### src/rtl/irq_sched_pkg.sv
// irq_sched_pkg -- command codes, reset constants and FSM states for irq_sched.
// Rev 1.0
`default_nettype none

package irq_sched_pkg;

  localparam logic [7:0] CMD_EOI       = 8'h20;
  localparam logic [7:0] CMD_SEOI      = 8'h60;
  localparam logic [7:0] CMD_SEOI_MASK = 8'hF8;
  localparam logic [7:0] CMD_RD_IRR    = 8'h0A;
  localparam logic [7:0] CMD_RD_ISR    = 8'h0B;
  localparam logic [7:0] RESET_MASK    = 8'hFF;

  typedef enum logic [0:0] {
    IDLE = 1'b0,
    WAIT = 1'b1
  } sched_state_t;

endpackage

`default_nettype wire

### src/rtl/irq_sched_if.sv
// irq_sched_if -- port-bus register access plus the CPU interrupt handshake.
// Rev 1.0
`default_nettype none

interface irq_sched_if;

  logic       sel;
  logic       a0;
  logic       wr;
  logic [7:0] wdata;
  logic [7:0] rdata;
  logic       intr;
  logic       intr_latch;
  logic [7:0] irq;

  modport master (
    output sel, a0, wr, wdata, intr_latch,
    input  rdata, intr, irq
  );

  modport slave (
    input  sel, a0, wr, wdata, intr_latch,
    output rdata, intr, irq
  );

endinterface

`default_nettype wire

### src/rtl/irq_sched_prio_enc.sv
// irq_prio_enc -- lowest-set-bit priority encoder (bit 0 wins) with a valid flag.
// Rev 1.0
`default_nettype none

module irq_prio_enc #(
  parameter int N  = 8,
  parameter int IW = (N > 1) ? $clog2(N) : 1
) (
  input  wire [N-1:0]  vec,
  output logic [IW-1:0] idx,
  output logic          valid
);

  // Scanning downward lets the lowest set bit overwrite the others.
  always_comb begin
    idx   = '0;
    valid = 1'b0;
    for (int i = N - 1; i >= 0; i--) begin
      if (vec[i]) begin
        idx   = IW'(i);
        valid = 1'b1;
      end
    end
  end

endmodule

`default_nettype wire

### src/rtl/irq_sched.sv
// irq_sched -- edge-captured, maskable, nested-priority interrupt scheduler
// driving the core88 intr/intr_latch toggle handshake. Rev 1.0
`default_nettype none

module irq_sched
  import irq_sched_pkg::*;
#(
  parameter int         NIRQ     = 8,
  parameter logic [7:0] VEC_BASE = 8'h08
) (
  input  wire            clock,
  input  wire            resetn,
  input  wire [NIRQ-1:0] irq_req,
  irq_sched_if.slave     bus
);

  localparam int IW = (NIRQ > 1) ? $clog2(NIRQ) : 1;

  sched_state_t    r_state;
  sched_state_t    w_state_next;

  logic [NIRQ-1:0] r_prev;
  logic [NIRQ-1:0] r_pending;
  logic [NIRQ-1:0] r_isr;
  logic [NIRQ-1:0] r_mask;
  logic            r_rsel;
  logic            r_intr;
  logic [7:0]      r_irq;

  logic [NIRQ-1:0] w_rise;
  logic [NIRQ-1:0] w_cand;
  logic [NIRQ-1:0] w_hp_onehot;
  logic [NIRQ-1:0] w_take;
  logic [NIRQ-1:0] w_eoi_clr;
  logic [IW-1:0]   w_hp_idx;
  logic [IW-1:0]   w_hs_idx;
  logic            w_hp_valid;
  logic            w_hs_valid;
  logic            w_eligible;
  logic            w_deliver;
  logic            w_ack;
  logic            w_cmd_wr;
  logic            w_mask_wr;
  logic [7:0]      w_rdata;

  assign w_rise    = irq_req & ~r_prev;
  assign w_cand    = r_pending & ~r_mask;
  assign w_cmd_wr  = bus.sel & bus.wr & ~bus.a0;
  assign w_mask_wr = bus.sel & bus.wr & bus.a0;
  assign w_ack     = (bus.intr_latch == r_intr);

  irq_prio_enc #(.N(NIRQ), .IW(IW)) u_cand_enc (
    .vec   (w_cand),
    .idx   (w_hp_idx),
    .valid (w_hp_valid)
  );

  irq_prio_enc #(.N(NIRQ), .IW(IW)) u_isr_enc (
    .vec   (r_isr),
    .idx   (w_hs_idx),
    .valid (w_hs_valid)
  );

  // Only a strictly higher priority than everything in service may nest.
  assign w_eligible = w_hp_valid & (~w_hs_valid | (w_hp_idx < w_hs_idx));

  always_ff @(posedge clock or negedge resetn) begin
    if (!resetn) begin
      r_state <= IDLE;
    end else begin
      r_state <= w_state_next;
    end
  end

  always_comb begin
    w_state_next = r_state;
    case (r_state)
      IDLE:    if (w_eligible) w_state_next = WAIT;
      WAIT:    if (w_ack)      w_state_next = IDLE;
      default: w_state_next = IDLE;
    endcase
  end

  always_comb begin
    w_deliver = 1'b0;
    case (r_state)
      IDLE:    w_deliver = w_eligible;
      default: w_deliver = 1'b0;
    endcase
  end

  always_comb begin
    w_hp_onehot           = '0;
    w_hp_onehot[w_hp_idx] = w_hp_valid;
  end

  assign w_take = w_deliver ? w_hp_onehot : '0;

  always_comb begin
    w_eoi_clr = '0;
    if (w_cmd_wr) begin
      if (bus.wdata == CMD_EOI && w_hs_valid) begin
        w_eoi_clr[w_hs_idx] = 1'b1;
      end
      if ((bus.wdata & CMD_SEOI_MASK) == CMD_SEOI && int'(bus.wdata[2:0]) < NIRQ) begin
        w_eoi_clr[bus.wdata[2:0]] = 1'b1;
      end
    end
  end

  // A rise in the delivery cycle re-arms the line, so set beats clear.
  always_ff @(posedge clock or negedge resetn) begin
    if (!resetn) begin
      r_prev    <= '0;
      r_pending <= '0;
      r_isr     <= '0;
      r_mask    <= RESET_MASK[NIRQ-1:0];
      r_rsel    <= 1'b0;
      r_intr    <= 1'b0;
      r_irq     <= 8'h00;
    end else begin
      r_prev    <= irq_req;
      r_pending <= (r_pending & ~w_take) | w_rise;
      r_isr     <= (r_isr & ~w_eoi_clr) | w_take;
      if (w_mask_wr) begin
        r_mask <= bus.wdata[NIRQ-1:0];
      end
      if (w_cmd_wr && bus.wdata == CMD_RD_IRR) begin
        r_rsel <= 1'b0;
      end else if (w_cmd_wr && bus.wdata == CMD_RD_ISR) begin
        r_rsel <= 1'b1;
      end
      if (w_deliver) begin
        r_irq  <= VEC_BASE + 8'(w_hp_idx);
        r_intr <= ~r_intr;
      end
    end
  end

  always_comb begin
    w_rdata = 8'h00;
    if (bus.sel) begin
      if (bus.a0) begin
        w_rdata[NIRQ-1:0] = r_mask;
      end else if (r_rsel) begin
        w_rdata[NIRQ-1:0] = r_isr;
      end else begin
        w_rdata[NIRQ-1:0] = r_pending;
      end
    end
  end

  assign bus.rdata = w_rdata;
  assign bus.intr  = r_intr;
  assign bus.irq   = r_irq;

endmodule

`default_nettype wire

### src/flat_wrapper.sv
// flat-port wrapper written by rule: the top's interface ports become plain ports
module irq_sched_flat import irq_sched_pkg::*;
#(
  parameter int         NIRQ     = 8,
  parameter logic [7:0] VEC_BASE = 8'h08
)
  (clock, resetn, irq_req, bus_sel, bus_a0, bus_wr, bus_wdata, bus_intr_latch, bus_rdata, bus_intr, bus_irq);
  irq_sched_if bus_i ();
  input  wire clock;
  input  wire resetn;
  input  wire [NIRQ-1:0] irq_req;
  input wire logic [$bits(bus_i.sel)-1:0] bus_sel;
  input wire logic [$bits(bus_i.a0)-1:0] bus_a0;
  input wire logic [$bits(bus_i.wr)-1:0] bus_wr;
  input wire logic [$bits(bus_i.wdata)-1:0] bus_wdata;
  input wire logic [$bits(bus_i.intr_latch)-1:0] bus_intr_latch;
  output wire logic [$bits(bus_i.rdata)-1:0] bus_rdata;
  output wire logic [$bits(bus_i.intr)-1:0] bus_intr;
  output wire logic [$bits(bus_i.irq)-1:0] bus_irq;
  assign bus_i.sel = bus_sel;
  assign bus_i.a0 = bus_a0;
  assign bus_i.wr = bus_wr;
  assign bus_i.wdata = bus_wdata;
  assign bus_i.intr_latch = bus_intr_latch;
  assign bus_rdata = bus_i.rdata;
  assign bus_intr = bus_i.intr;
  assign bus_irq = bus_i.irq;
  irq_sched #(.NIRQ(NIRQ), .VEC_BASE(VEC_BASE)) u_core (.clock(clock), .resetn(resetn), .irq_req(irq_req), .bus(bus_i));
endmodule
### config.mk
export PLATFORM = sky130hd
export DESIGN_NAME = irq_sched_flat
export DESIGN_NICKNAME = d
export VERILOG_FILES = /design/src/rtl/irq_sched_pkg.sv /design/src/rtl/irq_sched_if.sv /design/src/rtl/irq_sched_prio_enc.sv /design/src/rtl/irq_sched.sv /design/src/flat_wrapper.sv
export SDC_FILE = /design/constraint.sdc
export NUM_CORES = 1
export LEC_CHECK = 0
export BUFFER_PORTS_ARGS = -buffer_cell sky130_fd_sc_hd__buf_2
export CAP_MARGIN = 10
export CORE_AREA = 5 5 73 75
export DETAILED_ROUTE_END_ITERATION = 8
export DIE_AREA = 0 0 78 80
export PLACE_DENSITY = 0.77
export RECOVER_POWER = 25
export SETUP_SLACK_MARGIN = 0.4
export SYNTH_ARGS = -nofsm -noshare
export SYNTH_HDL_FRONTEND = slang
export SYNTH_SLANG_ARGS = --single-unit
### constraint.sdc
create_clock -name clock -period 3.12 [get_ports clock]
set_input_delay 0.624 -clock clock [delete_from_list [all_inputs] [get_ports clock]]
set_output_delay 0.624 -clock clock [all_outputs]
set_load 0.01 [all_outputs]
==> results.cfg, run 1 <==
[run_status]
status = complete, but fails checks
violations = max-capacitance violations, max-slew violations

[global_route]
grt_pass1_vias = 1824
track_usage = 0.184
grt_start_max_net_pins = 40
grt_overflow = 0
grt_pass1_wl_um = 9050
antenna_found_initial = 0

[clock_tree]
cts-hold-fix-buffers = 0
clk_latency_ns = 0.30
htreeDepth = 2
clock_sinks = 39
clock_path_buffers = 2
cts_tree = yes
ctsRootBufferMaster = clkbuf_8
clk_pin_slew_ns = 0.08
cts_buffers = 5

[synth]
ys.flop_type = dfrtp_1
synth_cells = 235
synthArstFlopShare = 1.00
yosys.area.top_type = dfrtp_1
synthTopCellsByArea = dfrtp_1, dfstp_2, o21ai_0, mux2_2, nor2b_1
synth_area_um2 = 2230
yosys_warnings = 0
synth_cell_type_count = 49
yosysTopAreaCellShare = 0.348
seq_area_frac_synth = 0.442
synth_seq_cells = 39
synth_edf_count = 0
avgSynthCellArea_um2 = 9.49

[placed_design]
place.gp.congestion = 0.954
portBuffers = 34
place.detailed.hpwl_um = 4040

[worst_setup_path]
required_ns = 3.30
reg2reg_from = u_core.r_mask[3]
endpoint_kind = flip-flop
path_cells = nor2b_1, nor2_2, nand2_1, nor2_1, ha_1, a21oi_2, nor2_1, or4b_4, a221o_1
slowest_stage = dfstp_2
critPathLaunchType = flip-flop
path_buf_inv = 0
max_stage_delay_ns = 0.59
path_class = reg -> reg
cp.arrival_ns = 2.81
cp_max_fo = 8
crit_family = simple AND/OR/NAND/NOR gates
crit_path_frequent_cell = nor2_1
critPathLaunch = u_core.r_mask[3]

[power_and_ir_drop]
leakage_nw = 1.18
p_per_area_nw_per_um2 = 589
ir_worst_vdd_uv = 457
power.total_mw = 1.55

[layout]
n_fill_cell = 416
drive_gt1_frac = 0.295
antennaDiodeCount = 0
final_cell_mix = o21ai_0, buf_2, dfrtp_1, nand2_1, inv_1
seqCellArea_um2 = 986
final_common_cell = o21ai_0
nets = 301
synthToLayoutAreaGrowth_pct = 17.9
multi_input_area_um2 = 1170

[sta]
finalCritPeriodShare = 0.843
slew_violations = 40
hold_violations = 0
fin_skew_ns = 0.0115
fmax_mhz = 380
period_minus_slack_ns = 2.63
setup-tns-final_ns = 0
setup_violations = 0
rsz0062_at_grt = false
max_slew_margin = -0.353
worst_slew_pin_slew_ns = 2.03

[drt]
highest_layer = met4
wl_per_cell_um = 16.4
met3WireLength_um = 503
m1WireLength_um = 2350
drc = 0
wl_met2_um = 2460
vias_per_cell = 5.71
ant_nets = 0
drt_first_pass_iters = 4
totalWireLength_um = 5450
via_count = 1895
drt_iter0_markers = 230

[die]
die_x_um = 78
die_h_um = 80
num_rows = 25
die_area_um2 = 6240
ios = 39
coreArea_um2 = 4600
start_util = 0.485

[hold_path]
hold_class = in -> reg
min_from = irq_req[5]

[job]
maxCapViolCount = 1
-- synth_stat cells, types with 2 or more instances --
| master | number |
|---|---|
| a21o_1 | 3 |
| a21o_2 | 2 |
| a21oi_1 | 15 |
| a31oi_1 | 3 |
| a32oi_1 | 3 |
| and2_1 | 9 |
| buf_4 | 4 |
| buf_6 | 2 |
| clkbuf_1 | 4 |
| dfrtp_1 | 31 |
| dfstp_2 | 8 |
| ha_1 | 2 |
| inv_1 | 14 |
| mux2_2 | 8 |
| mux2i_1 | 8 |
| nand2_1 | 16 |
| nand2b_1 | 2 |
| nand3_1 | 2 |
| nor2_1 | 11 |
| nor2b_1 | 13 |
| nor3_1 | 6 |
| nor4_1 | 4 |
| o21ai_0 | 37 |
| or2_2 | 2 |
| xor2_1 | 2 |
-- logic make-up after synthesis --
logic type / count (synthesis) / synth area share
AOI/OAI and AO/OA: 73 / 0.204
xor gates and xnor gates: 2 / 0.00785
adders and majority gates: 2 / 0.0112
buffers and inverters: 25 / 0.0561
DFF: 39 / 0.442
muxes: 16 / 0.0763
other: 1 / 0.00168
and+or+nand+nor: 77 / 0.201
-- path summary, 6_finish.rpt --
path                            slack [ns]                   to  cells past startpoint
worst min-delay path                  0.45     u_core.r_prev[5]                      1
worst min register to register        0.47    u_core.bus.irq[3]                      1
worst max register to register        0.49  u_core.r_pending[6]                      9
max in group asynchronous             1.05    u_core.bus.irq[0]                      1
min in group asynchronous             0.90  u_core.r_pending[6]                      1
worst max-delay path                  0.49  u_core.r_pending[6]                      9
-- through the flow --
stage,setup WS (ns),std cells,hold slack (ns),util,area (um^2)
after floorplan,0.450,238,0.328,-,2250
after global placement,0.286,318,0.452,0.531,2440
after detailed placement,0.179,318,0.451,0.531,2440
after CTS,0.415,328,0.443,0.564,2590
after global routing,0.385,332,0.437,0.572,2630
final,0.490,332,0.446,0.572,2630
-- layout make-up --
class / count / share of cell area
multi-input combinational: 174 / 0.446
timing repair buffer: 43 / 0.0890
clock buffer: 6 / 0.0314
clock inverter: 2 / 0.0133
tap: 54 / 0.0257
sequential: 39 / 0.375
inverter: 14 / 0.0200
-- per-layer routing --
metal	vias to the layer above	global-route usage
met5	-	0
met4	0	0.0659
met3	18	0.0463
met2	86	0.287
met1	880	0.246
li1	911	-
-- power by group --
part / internal, mW / leakage (nW) / switching (mW) / total (mW)
registers: 0.589 / 0.405 / 0.0696 / 0.659
clock network: 0.259 / 0.0612 / 0.180 / 0.438
logic: 0.202 / 0.714 / 0.251 / 0.453
-- state kept, by name, summed over array words and instances (netlist names) --
register          cells
u_core.r_isr          8
u_core.r_pending      8
u_core.r_state        1
u_core.r_mask         8
u_core.r_rsel         1
u_core.r_prev         8
u_core.bus.irq        4
u_core.bus.intr       1
-- repair_timing --
item,in CTS,in global routing
resized for setup,3,4
buffers inserted,2,4
endpoints found under the hold margin,0,0
pin swaps,4,6
gates cloned,0,0
endpoints found under the setup margin,5,8
Power figures use the tool's default switching activity.
==> run 2, diff against run 1 <==
--- a/config.mk
+++ b/config.mk
@@ -5,6 +5,7 @@
 export SDC_FILE = /design/constraint.sdc
 export NUM_CORES = 1
 export LEC_CHECK = 0
+export ABC_AREA = 1
 export BUFFER_PORTS_ARGS = -buffer_cell sky130_fd_sc_hd__buf_2
 export CAP_MARGIN = 10
 export CORE_AREA = 5 5 73 75
==> constraint.sdc (replaced) <==
create_clock -name clock -period 2.6 [get_ports clock]
set_input_delay 0.52 -clock clock [delete_from_list [all_inputs] [get_ports clock]]
set_output_delay 0.52 -clock clock [all_outputs]
set_load 0.01 [all_outputs]
==> results.cfg, run 2 <==
[die]
num_rows = 25
die_area_um2 = 6240
die_x_um = 78
coreArea_um2 = 4600
start_util = 0.486
ios = 39
die_h_um = 80

[synth]
yosys-top-cells-count = nand2_1, inv_1, dfrtp_1, o21ai_0, nor2_1
yosysTopAreaCellShare = 0.347
synthArstFlopShare = 1.00
synth_area_um2 = 2230
ys.flop_type = dfrtp_1
synth_edf_count = 0
synth_cells = 313
synth.most_common_cell = nand2_1
yosys.area.top_type = dfrtp_1
synthTopCellsByArea = dfrtp_1, nand2_1, dfstp_2, inv_1, o21ai_0
synth_cell_type_count = 25
synth_seq_cells = 39
seq_area_frac_synth = 0.441
avgSynthCellArea_um2 = 7.14
yosys_warnings = 0

[placed_design]
place.detailed.hpwl_um = 3980
portBuffers = 34
place.gp.congestion = 0.863

[worst_setup_path]
critPathLaunchType = flip-flop
reg2reg_from = u_core.r_mask[5]
reg2reg_slack_ns = 0.45
reg2regPathDepth = 12
endpoint_kind = flip-flop
r2r_end = u_core.bus.irq[2]
critPathCapture = u_core.bus.irq[2]
path_class = reg -> reg
critPathLaunch = u_core.r_mask[5]
required_ns = 2.78
cp_max_fo = 8
cp.arrival_ns = 2.33

[sta]
worst_slew_pin_slew_ns = 0.854
finalCritPeriodShare = 0.826
setup_violations = 0
hold_violations = 0
holdWs_ns = 0.328
fmax_mhz = 466
max_slew_margin = 0.430
fin_skew_ns = 0.0113
rsz0062_at_grt = true
period_minus_slack_ns = 2.15
slew_violations = 0
setup-tns-final_ns = 0

[drt]
wl_per_cell_um = 13.5
ant_nets = 0
vias_per_cell = 5.16
via_count = 2109
totalWireLength_um = 5520
drt_iter0_markers = 133
drt_first_pass_iters = 4
drc = 0

[power_and_ir_drop]
ir_worst_vdd_uv = 342
p_per_area_nw_per_um2 = 681
leakage_nw = 1.35

[clock_tree]
cts_buffers = 5
ctsRootBufferMaster = clkbuf_8
clk_latency_ns = 0.29
cts_tree = yes
cts-hold-fix-buffers = 0
htreeDepth = 2
clk_pin_slew_ns = 0.08
clock_sinks = 39
clock_path_buffers = 2

[layout]
antennaDiodeCount = 0
seqCellArea_um2 = 987
final_common_cell = nand2_1
n_fill_cell = 440
synthToLayoutAreaGrowth_pct = 18.7
final_cell_mix = nand2_1, inv_1, o21ai_0, dfrtp_1, buf_2
nets = 378
multi_input_area_um2 = 1090
drive_gt1_frac = 0.228

[run_status]
status = finished, final reports clean

[hold_path]
hold_class = in -> async

[job]
maxCapViolCount = 0

[global_route]
grt_pass1_wl_um = 9010
antenna_found_initial = 0
track_usage = 0.182
grt_start_max_net_pins = 40
grt_overflow = 0
grt_pass1_vias = 1937
run 2: stage by stage:
stage | instances | setup WS (ns) | util | total power [mW] | area (um^2)
2_1_floorplan | 316 | 0.669 | - | 1.12 | 2250
3_3_place_gp | 395 | 0.449 | 0.528 | 1.24 | 2430
3_5_place_dp | 395 | 0.345 | 0.528 | 1.25 | 2430
4_1_cts | 403 | 0.403 | 0.553 | 1.76 | 2540
5_1_grt | 409 | 0.326 | 0.577 | 1.94 | 2650
6_report | 409 | 0.454 | 0.577 | 1.81 | 2650
run 2: worst max-delay path: stages, from the launching register on:
cell,delay [ns]
dfstp_2,0.52
inv_1,0.07
nand2_2,0.12
nand2_2,0.09
nor2_4,0.14
nor3_4,0.06
ha_1,0.31
a21oi_1,0.22
nand2_2,0.12
nand2_4,0.13
nand2_2,0.11
nand2_1,0.07
o21ai_0,0.07
run 2: timing repair:
item / CTS / global route
endpoints found under the hold margin: 0 / 0
gates cloned: 0 / 2
pin swaps: 0 / 3
resized for setup: 2 / 20
setup buffers: 0 / 4
setup endpoints to repair: 12 / 28
run 2: final cells by class:
class	count	share of cell area
multi-input combinational	217	0.409
clock inverter	2	0.0142
sequential	39	0.372
timing repair inverter	1	0.00189
inverter	51	0.0736
timing repair buffer	39	0.0759
tap	54	0.0255
clock buffer	6	0.0274
run 2: how the worst min path moves through the flow:
stage / from / endpoint / slack [ns] / cells after the start
3_5_place_dp: u_core.bus.irq[3] / u_core.bus.irq[3] / 0.45 / 2
2_1_floorplan: resetn / u_core.bus.intr / 0.22 / 0
6_report: resetn / u_core.r_prev[2] / 0.33 / 1
4_1_cts: irq_req[3] / u_core.r_prev[3] / 0.33 / 1
5_1_grt: irq_req[3] / u_core.r_prev[3] / 0.33 / 1
3_3_place_gp: u_core.bus.irq[3] / u_core.bus.irq[3] / 0.45 / 2
run 2: cells by family after synthesis:
logic type                 share of synthesized area
and+or+nand+nor                                0.309
buffers and inverters                          0.114
AOI/OAI and AO/OA                              0.123
DFF                                            0.441
adders and majority gates                     0.0112
other                                        0.00168
run 2: metal layers:
metal,track usage,vias to the layer above,wire length [um]
met4,0.0608,0,122
met2,0.305,86,2710
met5,0,-,0
met1,0.230,954,2240
met3,0.0429,15,448
li1,-,1054,-
run 2: power breakdown:
part	leakage, nW	total, mW	switching, mW	internal [mW]
registers	0.406	0.760	0.0581	0.702
logic	0.896	0.546	0.362	0.185
clock network	0.0514	0.501	0.215	0.286
==> run 3, diff against run 2 <==
--- a/config.mk
+++ b/config.mk
@@ -5,13 +5,13 @@
 export SDC_FILE = /design/constraint.sdc
 export NUM_CORES = 1
 export LEC_CHECK = 0
-export ABC_AREA = 1
+export ABC_AREA = 0
 export BUFFER_PORTS_ARGS = -buffer_cell sky130_fd_sc_hd__buf_2
 export CAP_MARGIN = 10
 export CORE_AREA = 5 5 73 75
 export DETAILED_ROUTE_END_ITERATION = 8
 export DIE_AREA = 0 0 78 80
-export PLACE_DENSITY = 0.77
+export PLACE_DENSITY = 0.8
 export RECOVER_POWER = 25
 export SETUP_SLACK_MARGIN = 0.4
 export SYNTH_ARGS = -nofsm -noshare
==> constraint.sdc (replaced) <==
create_clock -name clock -period 1.9 [get_ports clock]
set_input_delay 0.38 -clock clock [delete_from_list [all_inputs] [get_ports clock]]
set_output_delay 0.38 -clock clock [all_outputs]
set_load 0.01 [all_outputs]
==> results.cfg, run 3 (same netlist as run 1, synthesis figures left out) <==
[sta]
slew_violations = 0
setup-tns-final_ns = -12.06
hold_violations = 0
fmax_mhz = 389
setup_violations = 22
rsz0062_at_grt = true
period_minus_slack_ns = 2.57
max_slew_margin = 0.289
finalCritPeriodShare = 1.35
fin_skew_ns = 0.0120
worst_slew_pin_slew_ns = 1.07
setup_ws_ns = -0.669

[worst_setup_path]
cp_max_fo = 8
critPathLaunchType = flip-flop
cp.arrival_ns = 2.75
endpoint_kind = flip-flop
required_ns = 2.08
path_class = reg -> reg

[hold_path]
hold_class = in -> reg

[run_status]
status = complete, but fails checks
violations = negative setup slack

[layout]
nets = 355
final_cell_mix = buf_4, dfrtp_1, buf_2, o21ai_0, nand2_1
synthToLayoutAreaGrowth_pct = 39.7
final_common_cell = buf_4
drive_gt1_frac = 0.434
antennaDiodeCount = 0

[job]
maxCapViolCount = 0

[power_and_ir_drop]
p_per_area_nw_per_um2 = 874
leakage_nw = 1.45
ir_worst_vdd_uv = 645

[clock_tree]
htreeDepth = 2
clock_sinks = 39
clk_latency_ns = 0.29
clock_path_buffers = 2
cts_tree = yes
cts_buffers = 5
clk_pin_slew_ns = 0.08
ctsRootBufferMaster = clkbuf_8
cts-hold-fix-buffers = 0

[global_route]
grt_start_max_net_pins = 22
grt_overflow = 0
track_usage = 0.216
antenna_found_initial = 0
grt_pass1_vias = 2227
grt_pass1_wl_um = 10700

[drt]
ant_nets = 0
drt_iter0_markers = 195
via_count = 2129
totalWireLength_um = 6420
drc = 0
wl_per_cell_um = 16.6
drt_first_pass_iters = 4
vias_per_cell = 5.52

[die]
num_rows = 25
die_area_um2 = 6240
ios = 39
die_h_um = 80
die_x_um = 78
start_util = 0.485
coreArea_um2 = 4600

[placed_design]
portBuffers = 34
place.gp.congestion = 0.926
pre_cts_slack_ns = -0.664
place.detailed.hpwl_um = 4840
[run 3: metal layers]
layer	track usage	vias up	wire length (um)	share of wire
li1	-	1027	-	-
met1	0.274	1011	2620	0.41
met2	0.359	76	3120	0.49
met3	0.0418	15	524	0.082
met4	0.0895	0	157	0.024
met5	0	-	0	0
[run 3: area by class of cell]
class,instances,area [um^2]
inverters,14,52.6
well taps,54,67.6
multi-input cells,174,1230
fillers,343,1480
clock inverters,1,8.76
flip-flops and latches,39,987
clock buffers,7,86.3
repair buffers,97,679
[run 3: worst max-delay path, stage by stage, from the launching register on]
cell and delay, ns:
dfstp_2 0.56, nor2b_4 0.06, nor4_4 0.31, nor2_1 0.09, ha_1 0.31, a21oi_2 0.19
nor2_1 0.07, or4b_4 0.55, a221o_1 0.32
[run 3: path summary, 6_finish.rpt]
check                           cells after the start             endpoint               from  slack, ns
worst max register to register                      8  u_core.r_pending[6]   u_core.r_mask[6]      -0.67
worst min register to register                      1    u_core.bus.irq[3]  u_core.bus.irq[3]       0.48
worst min-delay path                                1     u_core.r_prev[1]         irq_req[1]       0.20
worst max-delay path                                8  u_core.r_pending[6]   u_core.r_mask[6]      -0.67
min in group asynchronous                           1     u_core.r_prev[6]             resetn       0.25
max in group asynchronous                           2     u_core.r_mask[0]             resetn       0.89
[run 3: through the flow]
stage               cells  cell area, um^2   util  power [mW]  hold WS [ns]
floorplan             238             2290      -        1.57        0.0844
global placement      369             2870  0.623        1.96         0.347
detailed placement    369             2870  0.623        1.99         0.349
CTS                   382             3070  0.667        2.65        0.0330
global route          386             3120  0.678        2.88         0.191
finish                386             3120  0.678        2.72         0.203
[run 3: what timing repair did]
item	4_1_cts	5_1_grt
endpoints found under the setup margin	31	30
cloned	0	0
pin swaps	9	14
resized for setup	36	8
setup buffers	5	4
[run 3: report_power, final]
group	switching, mW	internal, mW
sequential	0.0810	0.966
combinational	0.556	0.534
clock	0.289	0.297
